**src/rtl/pfetch_req_buf_if.sv**
```systemverilog
// ----------------------------------------------------------------------------
// pfetch_req_buf_if
//   Bundles the prefetch request buffer's allocation, selector, memory and
//   fill signals. The buffer itself connects through the 'slave' modport and
//   the surrounding environment (prefetcher, selector, memory, I-cache, or a
//   testbench standing in for them) through the 'master' modport.
//
// Handshake semantics:
//   - Allocation: alloc_en_i/alloc_addr_i are a request that is taken in any
//     cycle where full_o is 0 (full_o plays the role of !ready). With the
//     duplicate filter built in, a duplicate request is also consumed, but it
//     allocates nothing.
//   - Memory command: mem_cmd_valid_o/mem_addr_o form the valid side. A
//     nonzero mem_tag_i in the same cycle is the ready/accept, and it names
//     the tag the response will carry. A zero tag means not accepted, so the
//     command is offered again later.
//   - Response: a nonzero mem_resp_tag_i is a one-cycle, always-accepted
//     strobe with mem_resp_data_i.
//   - Fill: fill_valid_o is a one-cycle strobe with no back-pressure.
//
// Signals:
//   alloc_en_i, alloc_addr_i   prefetcher allocation request
//   full_o                     no free entry this cycle
//   req_o, ptr_o               request vector / priority pointer to selector
//   gnt_i                      one-hot (or zero) grant from selector
//   mem_cmd_valid_o, mem_addr_o, mem_tag_i   memory load command
//   mem_resp_tag_i, mem_resp_data_i          memory response
//   fill_valid_o, fill_addr_o, fill_data_o   registered I-cache fill
//   dbg_state_o                per-entry state, 2 bits per entry
//                              (0 INVALID, 1 WAIT_GNT, 2 WAIT_MEM)
// ----------------------------------------------------------------------------
interface pfetch_req_buf_if #(
    parameter int NUM_ENTRIES = 8,
    parameter int PTR_W       = $clog2(NUM_ENTRIES),
    parameter int ADDR_W      = 64,
    parameter int DATA_W      = 64,
    parameter int TAG_W       = 4
);
    logic                     alloc_en_i;
    logic [ADDR_W-1:0]        alloc_addr_i;
    logic                     full_o;
    logic [NUM_ENTRIES-1:0]   req_o;
    logic [PTR_W-1:0]         ptr_o;
    logic [NUM_ENTRIES-1:0]   gnt_i;
    logic                     mem_cmd_valid_o;
    logic [ADDR_W-1:0]        mem_addr_o;
    logic [TAG_W-1:0]         mem_tag_i;
    logic [TAG_W-1:0]         mem_resp_tag_i;
    logic [DATA_W-1:0]        mem_resp_data_i;
    logic                     fill_valid_o;
    logic [ADDR_W-1:0]        fill_addr_o;
    logic [DATA_W-1:0]        fill_data_o;
    logic [2*NUM_ENTRIES-1:0] dbg_state_o;

    modport slave (
        input  alloc_en_i, alloc_addr_i, gnt_i, mem_tag_i, mem_resp_tag_i, mem_resp_data_i,
        output full_o, req_o, ptr_o, mem_cmd_valid_o, mem_addr_o,
               fill_valid_o, fill_addr_o, fill_data_o, dbg_state_o
    );

    modport master (
        output alloc_en_i, alloc_addr_i, gnt_i, mem_tag_i, mem_resp_tag_i, mem_resp_data_i,
        input  full_o, req_o, ptr_o, mem_cmd_valid_o, mem_addr_o,
               fill_valid_o, fill_addr_o, fill_data_o, dbg_state_o
    );
endinterface

```
**src/rtl/pfetch_req_buf.sv**
```systemverilog
// ----------------------------------------------------------------------------
// pfetch_req_buf
//   This is an eight-entry prefetch request buffer. Each entry moves through
//   three states: INVALID, then WAIT_GNT (address held, requesting the
//   selector), then WAIT_MEM (memory tag held, awaiting the response).
//   Allocation goes to the lowest-index free entry. A grant that memory
//   accepts (nonzero tag) moves an entry to WAIT_MEM and advances the
//   selector pointer past it. A response whose tag matches a WAIT_MEM entry
//   frees that entry and produces a registered fill.
//
// Configuration macro:
//   PFETCH_DUP_CHECK_EN - when defined, an allocation is dropped if its
//   address matches any entry that is not INVALID. That set includes the
//   entry retiring this cycle, because it is still WAIT_MEM in registered
//   state.
//
// Ports:
//   clock  single clock
//   reset  synchronous, active-high
//   bus    pfetch_req_buf_if.slave (see interface file for signal list)
// ----------------------------------------------------------------------------
module pfetch_req_buf #(
    parameter int NUM_ENTRIES = 8,
    parameter int PTR_W       = $clog2(NUM_ENTRIES),
    parameter int ADDR_W      = 64,
    parameter int DATA_W      = 64,
    parameter int TAG_W       = 4
) (
    input  logic                  clock,
    input  logic                  reset,
    pfetch_req_buf_if.slave       bus
);
    typedef enum logic [1:0] {
        ST_INVALID  = 2'd0,
        ST_WAIT_GNT = 2'd1,
        ST_WAIT_MEM = 2'd2
    } entry_state_e;

    // Registered state
    entry_state_e           state_q [NUM_ENTRIES];
    entry_state_e           state_d [NUM_ENTRIES];
    logic [ADDR_W-1:0]      addr_q  [NUM_ENTRIES];
    logic [ADDR_W-1:0]      addr_d  [NUM_ENTRIES];
    logic [TAG_W-1:0]       tag_q   [NUM_ENTRIES];
    logic [TAG_W-1:0]       tag_d   [NUM_ENTRIES];
    logic [PTR_W-1:0]       ptr_q, ptr_d;
    logic                   fill_valid_q, fill_valid_d;
    logic [ADDR_W-1:0]      fill_addr_q, fill_addr_d;
    logic [DATA_W-1:0]      fill_data_q, fill_data_d;

    // Decoded current-cycle view
    logic [NUM_ENTRIES-1:0]   req;
    logic [NUM_ENTRIES-1:0]   issue_vec;
    logic                     full;
    logic [ADDR_W-1:0]        issue_addr;
    logic [2*NUM_ENTRIES-1:0] dbg_state;

    // Next-state helpers
    logic                   alloc_found;
    logic [PTR_W-1:0]       alloc_idx;
    logic                   dup_hit;
    logic                   issue_accept;

    // ------------------------------------------------------------------
    // State register
    // ------------------------------------------------------------------
    always_ff @(posedge clock) begin
        if (reset) begin
            for (int i = 0; i < NUM_ENTRIES; i++) begin
                state_q[i] <= ST_INVALID;
                addr_q[i]  <= '0;
                tag_q[i]   <= '0;
            end
            ptr_q        <= '0;
            fill_valid_q <= 1'b0;
            fill_addr_q  <= '0;
            fill_data_q  <= '0;
        end else begin
            for (int i = 0; i < NUM_ENTRIES; i++) begin
                state_q[i] <= state_d[i];
                addr_q[i]  <= addr_d[i];
                tag_q[i]   <= tag_d[i];
            end
            ptr_q        <= ptr_d;
            fill_valid_q <= fill_valid_d;
            fill_addr_q  <= fill_addr_d;
            fill_data_q  <= fill_data_d;
        end
    end

    // ------------------------------------------------------------------
    // Output decode: everything the selector and memory see this cycle is
    // derived from registered state, so a freshly allocated entry cannot be
    // issued in the same cycle.
    // ------------------------------------------------------------------
    always_comb begin
        req        = '0;
        full       = 1'b1;
        issue_addr = '0;
        dbg_state  = '0;
        for (int i = 0; i < NUM_ENTRIES; i++) begin
            req[i] = (state_q[i] == ST_WAIT_GNT);
            if (state_q[i] == ST_INVALID) begin
                full = 1'b0;
            end
            dbg_state[2*i +: 2] = state_q[i];
        end
        // Grants to entries that are not requesting are ignored.
        issue_vec = bus.gnt_i & req;
        // AND-OR mux. With a legal one-hot grant, exactly one term survives.
        for (int i = 0; i < NUM_ENTRIES; i++) begin
            if (issue_vec[i]) begin
                issue_addr = issue_addr | addr_q[i];
            end
        end
    end

    // ------------------------------------------------------------------
    // Next-state logic. Allocation targets INVALID entries, issue targets
    // WAIT_GNT entries and retirement targets WAIT_MEM entries, so all three
    // can land in one cycle without touching the same entry.
    // ------------------------------------------------------------------
    always_comb begin
        for (int i = 0; i < NUM_ENTRIES; i++) begin
            state_d[i] = state_q[i];
            addr_d[i]  = addr_q[i];
            tag_d[i]   = tag_q[i];
        end
        ptr_d        = ptr_q;
        fill_valid_d = 1'b0;
        fill_addr_d  = fill_addr_q;
        fill_data_d  = fill_data_q;
        alloc_found  = 1'b0;
        alloc_idx    = '0;
        dup_hit      = 1'b0;
        issue_accept = (|issue_vec) && (bus.mem_tag_i != '0);

        for (int i = 0; i < NUM_ENTRIES; i++) begin
            if (!alloc_found && state_q[i] == ST_INVALID) begin
                alloc_found = 1'b1;
                alloc_idx   = PTR_W'(i);
            end
`ifdef PFETCH_DUP_CHECK_EN
            if (state_q[i] != ST_INVALID && addr_q[i] == bus.alloc_addr_i) begin
                dup_hit = 1'b1;
            end
`endif
        end

        for (int i = 0; i < NUM_ENTRIES; i++) begin
            // Tag 0 never names a live request, so a zero response tag
            // cannot retire anything.
            if (state_q[i] == ST_WAIT_MEM && bus.mem_resp_tag_i != '0 &&
                tag_q[i] == bus.mem_resp_tag_i) begin
                state_d[i]   = ST_INVALID;
                fill_valid_d = 1'b1;
                fill_addr_d  = addr_q[i];
                fill_data_d  = bus.mem_resp_data_i;
            end
            if (issue_accept && issue_vec[i]) begin
                state_d[i] = ST_WAIT_MEM;
                tag_d[i]   = bus.mem_tag_i;
                ptr_d      = (i == NUM_ENTRIES - 1) ? '0 : PTR_W'(i + 1);
            end
        end

        if (bus.alloc_en_i && alloc_found && !dup_hit) begin
            state_d[alloc_idx] = ST_WAIT_GNT;
            addr_d[alloc_idx]  = bus.alloc_addr_i;
        end
    end

    assign bus.req_o           = req;
    assign bus.full_o          = full;
    assign bus.ptr_o           = ptr_q;
    assign bus.mem_cmd_valid_o = |issue_vec;
    assign bus.mem_addr_o      = issue_addr;
    assign bus.fill_valid_o    = fill_valid_q;
    assign bus.fill_addr_o     = fill_addr_q;
    assign bus.fill_data_o     = fill_data_q;
    assign bus.dbg_state_o     = dbg_state;

endmodule

```
**src/flat_wrapper.sv**
```systemverilog
// flat-port wrapper written by rule: the top's interface ports become plain ports
module pfetch_req_buf_flat 
#(
    parameter int NUM_ENTRIES = 8,
    parameter int PTR_W       = $clog2(NUM_ENTRIES),
    parameter int ADDR_W      = 64,
    parameter int DATA_W      = 64,
    parameter int TAG_W       = 4
)
  (clock, reset, bus_alloc_en_i, bus_alloc_addr_i, bus_gnt_i, bus_mem_tag_i, bus_mem_resp_tag_i, bus_mem_resp_data_i, bus_full_o, bus_req_o, bus_ptr_o, bus_mem_cmd_valid_o, bus_mem_addr_o, bus_fill_valid_o, bus_fill_addr_o, bus_fill_data_o, bus_dbg_state_o);
  pfetch_req_buf_if #(.NUM_ENTRIES(NUM_ENTRIES), .PTR_W(PTR_W), .ADDR_W(ADDR_W), .DATA_W(DATA_W), .TAG_W(TAG_W)) bus_i ();
  input  logic clock;
  input  logic reset;
  input wire logic [$bits(bus_i.alloc_en_i)-1:0] bus_alloc_en_i;
  input wire logic [$bits(bus_i.alloc_addr_i)-1:0] bus_alloc_addr_i;
  input wire logic [$bits(bus_i.gnt_i)-1:0] bus_gnt_i;
  input wire logic [$bits(bus_i.mem_tag_i)-1:0] bus_mem_tag_i;
  input wire logic [$bits(bus_i.mem_resp_tag_i)-1:0] bus_mem_resp_tag_i;
  input wire logic [$bits(bus_i.mem_resp_data_i)-1:0] bus_mem_resp_data_i;
  output wire logic [$bits(bus_i.full_o)-1:0] bus_full_o;
  output wire logic [$bits(bus_i.req_o)-1:0] bus_req_o;
  output wire logic [$bits(bus_i.ptr_o)-1:0] bus_ptr_o;
  output wire logic [$bits(bus_i.mem_cmd_valid_o)-1:0] bus_mem_cmd_valid_o;
  output wire logic [$bits(bus_i.mem_addr_o)-1:0] bus_mem_addr_o;
  output wire logic [$bits(bus_i.fill_valid_o)-1:0] bus_fill_valid_o;
  output wire logic [$bits(bus_i.fill_addr_o)-1:0] bus_fill_addr_o;
  output wire logic [$bits(bus_i.fill_data_o)-1:0] bus_fill_data_o;
  output wire logic [$bits(bus_i.dbg_state_o)-1:0] bus_dbg_state_o;
  assign bus_i.alloc_en_i = bus_alloc_en_i;
  assign bus_i.alloc_addr_i = bus_alloc_addr_i;
  assign bus_i.gnt_i = bus_gnt_i;
  assign bus_i.mem_tag_i = bus_mem_tag_i;
  assign bus_i.mem_resp_tag_i = bus_mem_resp_tag_i;
  assign bus_i.mem_resp_data_i = bus_mem_resp_data_i;
  assign bus_full_o = bus_i.full_o;
  assign bus_req_o = bus_i.req_o;
  assign bus_ptr_o = bus_i.ptr_o;
  assign bus_mem_cmd_valid_o = bus_i.mem_cmd_valid_o;
  assign bus_mem_addr_o = bus_i.mem_addr_o;
  assign bus_fill_valid_o = bus_i.fill_valid_o;
  assign bus_fill_addr_o = bus_i.fill_addr_o;
  assign bus_fill_data_o = bus_i.fill_data_o;
  assign bus_dbg_state_o = bus_i.dbg_state_o;
  pfetch_req_buf #(.NUM_ENTRIES(NUM_ENTRIES), .PTR_W(PTR_W), .ADDR_W(ADDR_W), .DATA_W(DATA_W), .TAG_W(TAG_W)) u_core (.clock(clock), .reset(reset), .bus(bus_i));
endmodule
```
**config.mk**
```make
export PLATFORM = sky130hd
export DESIGN_NAME = pfetch_req_buf_flat
export DESIGN_NICKNAME = d
export VERILOG_FILES = /design/src/rtl/pfetch_req_buf_if.sv /design/src/rtl/pfetch_req_buf.sv /design/src/flat_wrapper.sv
export SDC_FILE = /design/constraint.sdc
export NUM_CORES = 2
export LEC_CHECK = 0
export ABC_AREA = 1
export BUFFER_PORTS_ARGS = -buffer_cell sky130_fd_sc_hd__buf_2
export CORE_MARGIN = 10
export CORE_UTILIZATION = 35
export CTS_CLUSTER_SIZE = 40
export DETAILED_ROUTE_END_ITERATION = 8
export SYNTH_ARGS = -nofsm -noshare
export SYNTH_HDL_FRONTEND = slang
export SYNTH_SLANG_ARGS = --single-unit
```
**constraint.sdc**
```tcl
create_clock -name clock -period 6.8 [get_ports clock]
set_clock_uncertainty 0.15 [all_clocks]
set_input_delay 1.36 -clock clock [delete_from_list [all_inputs] [get_ports clock]]
set_output_delay 1.36 -clock clock [all_outputs]
set_load 0.05 [all_outputs]
```
==> impl_metrics.toml <==
[grt]
grt_use_total_pct = 25.8
grt_pass1_wl_microns = 223000
grt_start_max_net_pins = 226
overflow = 0
grt_antenna_before_repair = 18
grt_pass1_vias = 34300

[route]
drt-vias-per-instance = 5.54
drc_errors = 0
ant_nets = 0
wl_per_cell_microns = 22.7
dr.pass1.iters = 6
drt_iter0_drc = 3987
drt_wl_total_microns = 151000
vias = 36900

[cts]
postCtsSetupBuffers = 0
root_buffer = "clkbuf_16"
cts_resized = 0
cts_tree = "built"
hold_buffers = 0
clock-sinks = 692
clk_pin_slew_ns = 0.05
clock_path_buffers = 3
clkLatencyLatePin_ns = 0.66
cts_buffers = 82
cts_max_level = 3

[yosys]
ys_types = 38
netlist_area_sq_um = 34200
synth_ff_type = "dfxtp_1"
avgSynthCellArea_sq_um = 6.57
ys_ff_latch = 692
netlist_top_cells_count = "nand2_1, dfxtp_1, a21oi_1, nor2_1, inv_1"
synth-seq-area-share_pct = 40.6
synth_area_leaders = "dfxtp_1, nand2_1, a21oi_1"
synth_edf_count = 0
postSynthNetCount = 5348
synth_top_area_share_pct = 40.6
yosysWarnings = 0
synth.most_common_cell = "nand2_1"
postSynthCellCount = 5201
synth_area_leader_cell = "dfxtp_1"
synthArstFlopShare_pct = 0

[timing]
rsz0062_at_grt = "no"
setup_viol = 0
hold_viol_final = 0
min_period_over_period_pct = 78.0
fin_setup_tns_ns = 0
tightest_slew_ns = 1.25
period_needed_ns = 5.30
slew_viol_final = 0
max_slew_margin_pct = 16.6
fmax_ghz = 0.189

[floorplan]
io_pins = 369
rows = 114
core_area_sq_um = 96700
initial_utilization_pct = 35.3
die_area_sq_um = 111000
dieHeight_microns = 332
die_w_microns = 332

[worst_setup_path]
crit_family = "buffers and inverters"
cp_slowest_cell = "inv_2"
reg2reg_depth = 11
cp-start-kind = "input port"
crit_path_max_incr_delay_ns = 0.79
crit_buf_inv = 4
r2r_slack_ns = 2.80
cp_max_fo = 31
path_class = "input port to primary output"
cp.required_ns = 5.29
worstPathArrival_ns = 3.79
path_depth = 11
end_kind = "primary output"
path_cells = "buf_2, nand3_1, inv_2, buf_4, nand2_1, o221ai_1, a21oi_1, o221ai_1, a21oi_1, o21ai_0, buf_2"

[min_path]
min_path_cells = 2
hold_path.class = "flop to flop"

[power_and_ir_drop]
peakVddDrop_v = 0.000162
power.leakage_nw = 17.5
power_density_nw_per_um2 = 244

[status]
status = "finished clean"

[final_layout]
finalNonFillerCells = 6654
fin_area_sq_um = 39200
fin_util_pct = 40.6
drive_gt1_share_pct = 11.6
area_growth_pct = 14.8
nNetsFinal = 5452

[placement]
gp_congestion = 0.839
dp.cells = 6497
dpl_cell_area_sq_um = 36500
port_buffers = 368
dp_hpwl_microns = 85000

[run]
maxCapViolations = 0
==> worst min-delay path, delay by kind of cell, from the launching register on <==
family	cells	cell delay, ns
flip-flops	1	0.32
AND/OR/NAND/NOR	2	0.10
==> final timing paths <==
kind                              startpoint                         end
setup reg to reg        u_core.state_q[0][3]       u_core.addr_q[0][299]
hold / removal    u_core.bus.fill_data_o[39]  u_core.bus.fill_data_o[39]
setup / recovery                bus_gnt_i[0]          bus_mem_addr_o[44]
hold reg to reg   u_core.bus.fill_data_o[39]  u_core.bus.fill_data_o[39]
==> logic make-up after synthesis <==
logic type,synth area share [%]
AO/OA/AOI/OAI,19.3
XOR/XNOR,0.0769
buffers and inverters,10.6
flip-flops,40.6
AND/OR/NAND/NOR,29.5
==> routing by layer <==
layer / vias up / share of wire, % / track usage (%)
met5: - / 0.034 / 0
met2: 2078 / 45 / 41.5
met3: 403 / 11 / 5.82
met4: 10 / 4.3 / 11.9
li1: 17300 / - / -
met1: 17100 / 40 / 32.5
==> cell usage in the layout, fill, tap and decap left out, types with 23 or more instances in the layout <==
| cell | synthesis | routed |
|---|---|---|
| buf_2 | 190 | 367 |
| nor2_1 | 533 | 521 |
| inv_1 | 422 | 421 |
| o221ai_1 | 45 | 45 |
| dfxtp_1 | 692 | 692 |
| a21oi_1 | 620 | 620 |
| clkbuf_1 | 173 | 23 |
| nand2_1 | 1412 | 1406 |
| nand3_1 | 245 | 240 |
| clkbuf_16 | 0 | 83 |
| o21ai_0 | 419 | 419 |
| nand4_1 | 208 | 208 |
| a221oi_1 | 64 | 64 |
| o22ai_1 | 50 | 50 |
| buf_4 | 28 | 69 |
==> power by group <==
part	switching (mW)	total [mW]	internal (mW)
registers	0.0602	4.20	4.14
logic	0.661	0.893	0.232
clock network	1.87	4.48	2.61
total	2.59	9.57	6.98
==> flip-flops by register name, indices dropped and copies added, names as in the netlist <==
register,flops
u_core.addr_q,512
u_core.bus.fill_addr_o,64
u_core.bus.fill_data_o,64
u_core.bus.fill_valid_o,1
u_core.bus.ptr_o,3
u_core.state_q,16
u_core.tag_q,32
==> stage by stage <==
stage / total power [mW] / hold slack (ns) / worst slack (ns)
3_3_place_gp: 5.16 / 0.281 / 1.57
5_1_grt: 9.89 / 0.315 / 1.39
2_1_floorplan: 4.84 / 0.287 / 2.15
6_report: 9.57 / 0.296 / 1.50
4_1_cts: 9.62 / 0.298 / 1.52
3_5_place_dp: 5.16 / 0.283 / 1.52
==> area by class of cell <==
class	instances	area (sq um)
Tap cell	1276	1600
Timing Repair Buffer	444	2510
Inverter	438	1660
Clock inverter	22	265
Fill cell	10200	57500
Clock buffer	124	2410
Antenna cell	11	27.5
Sequential cell	692	13900
Multi-Input combinational cell	3647	16900
Power figures use the tool's default switching activity.
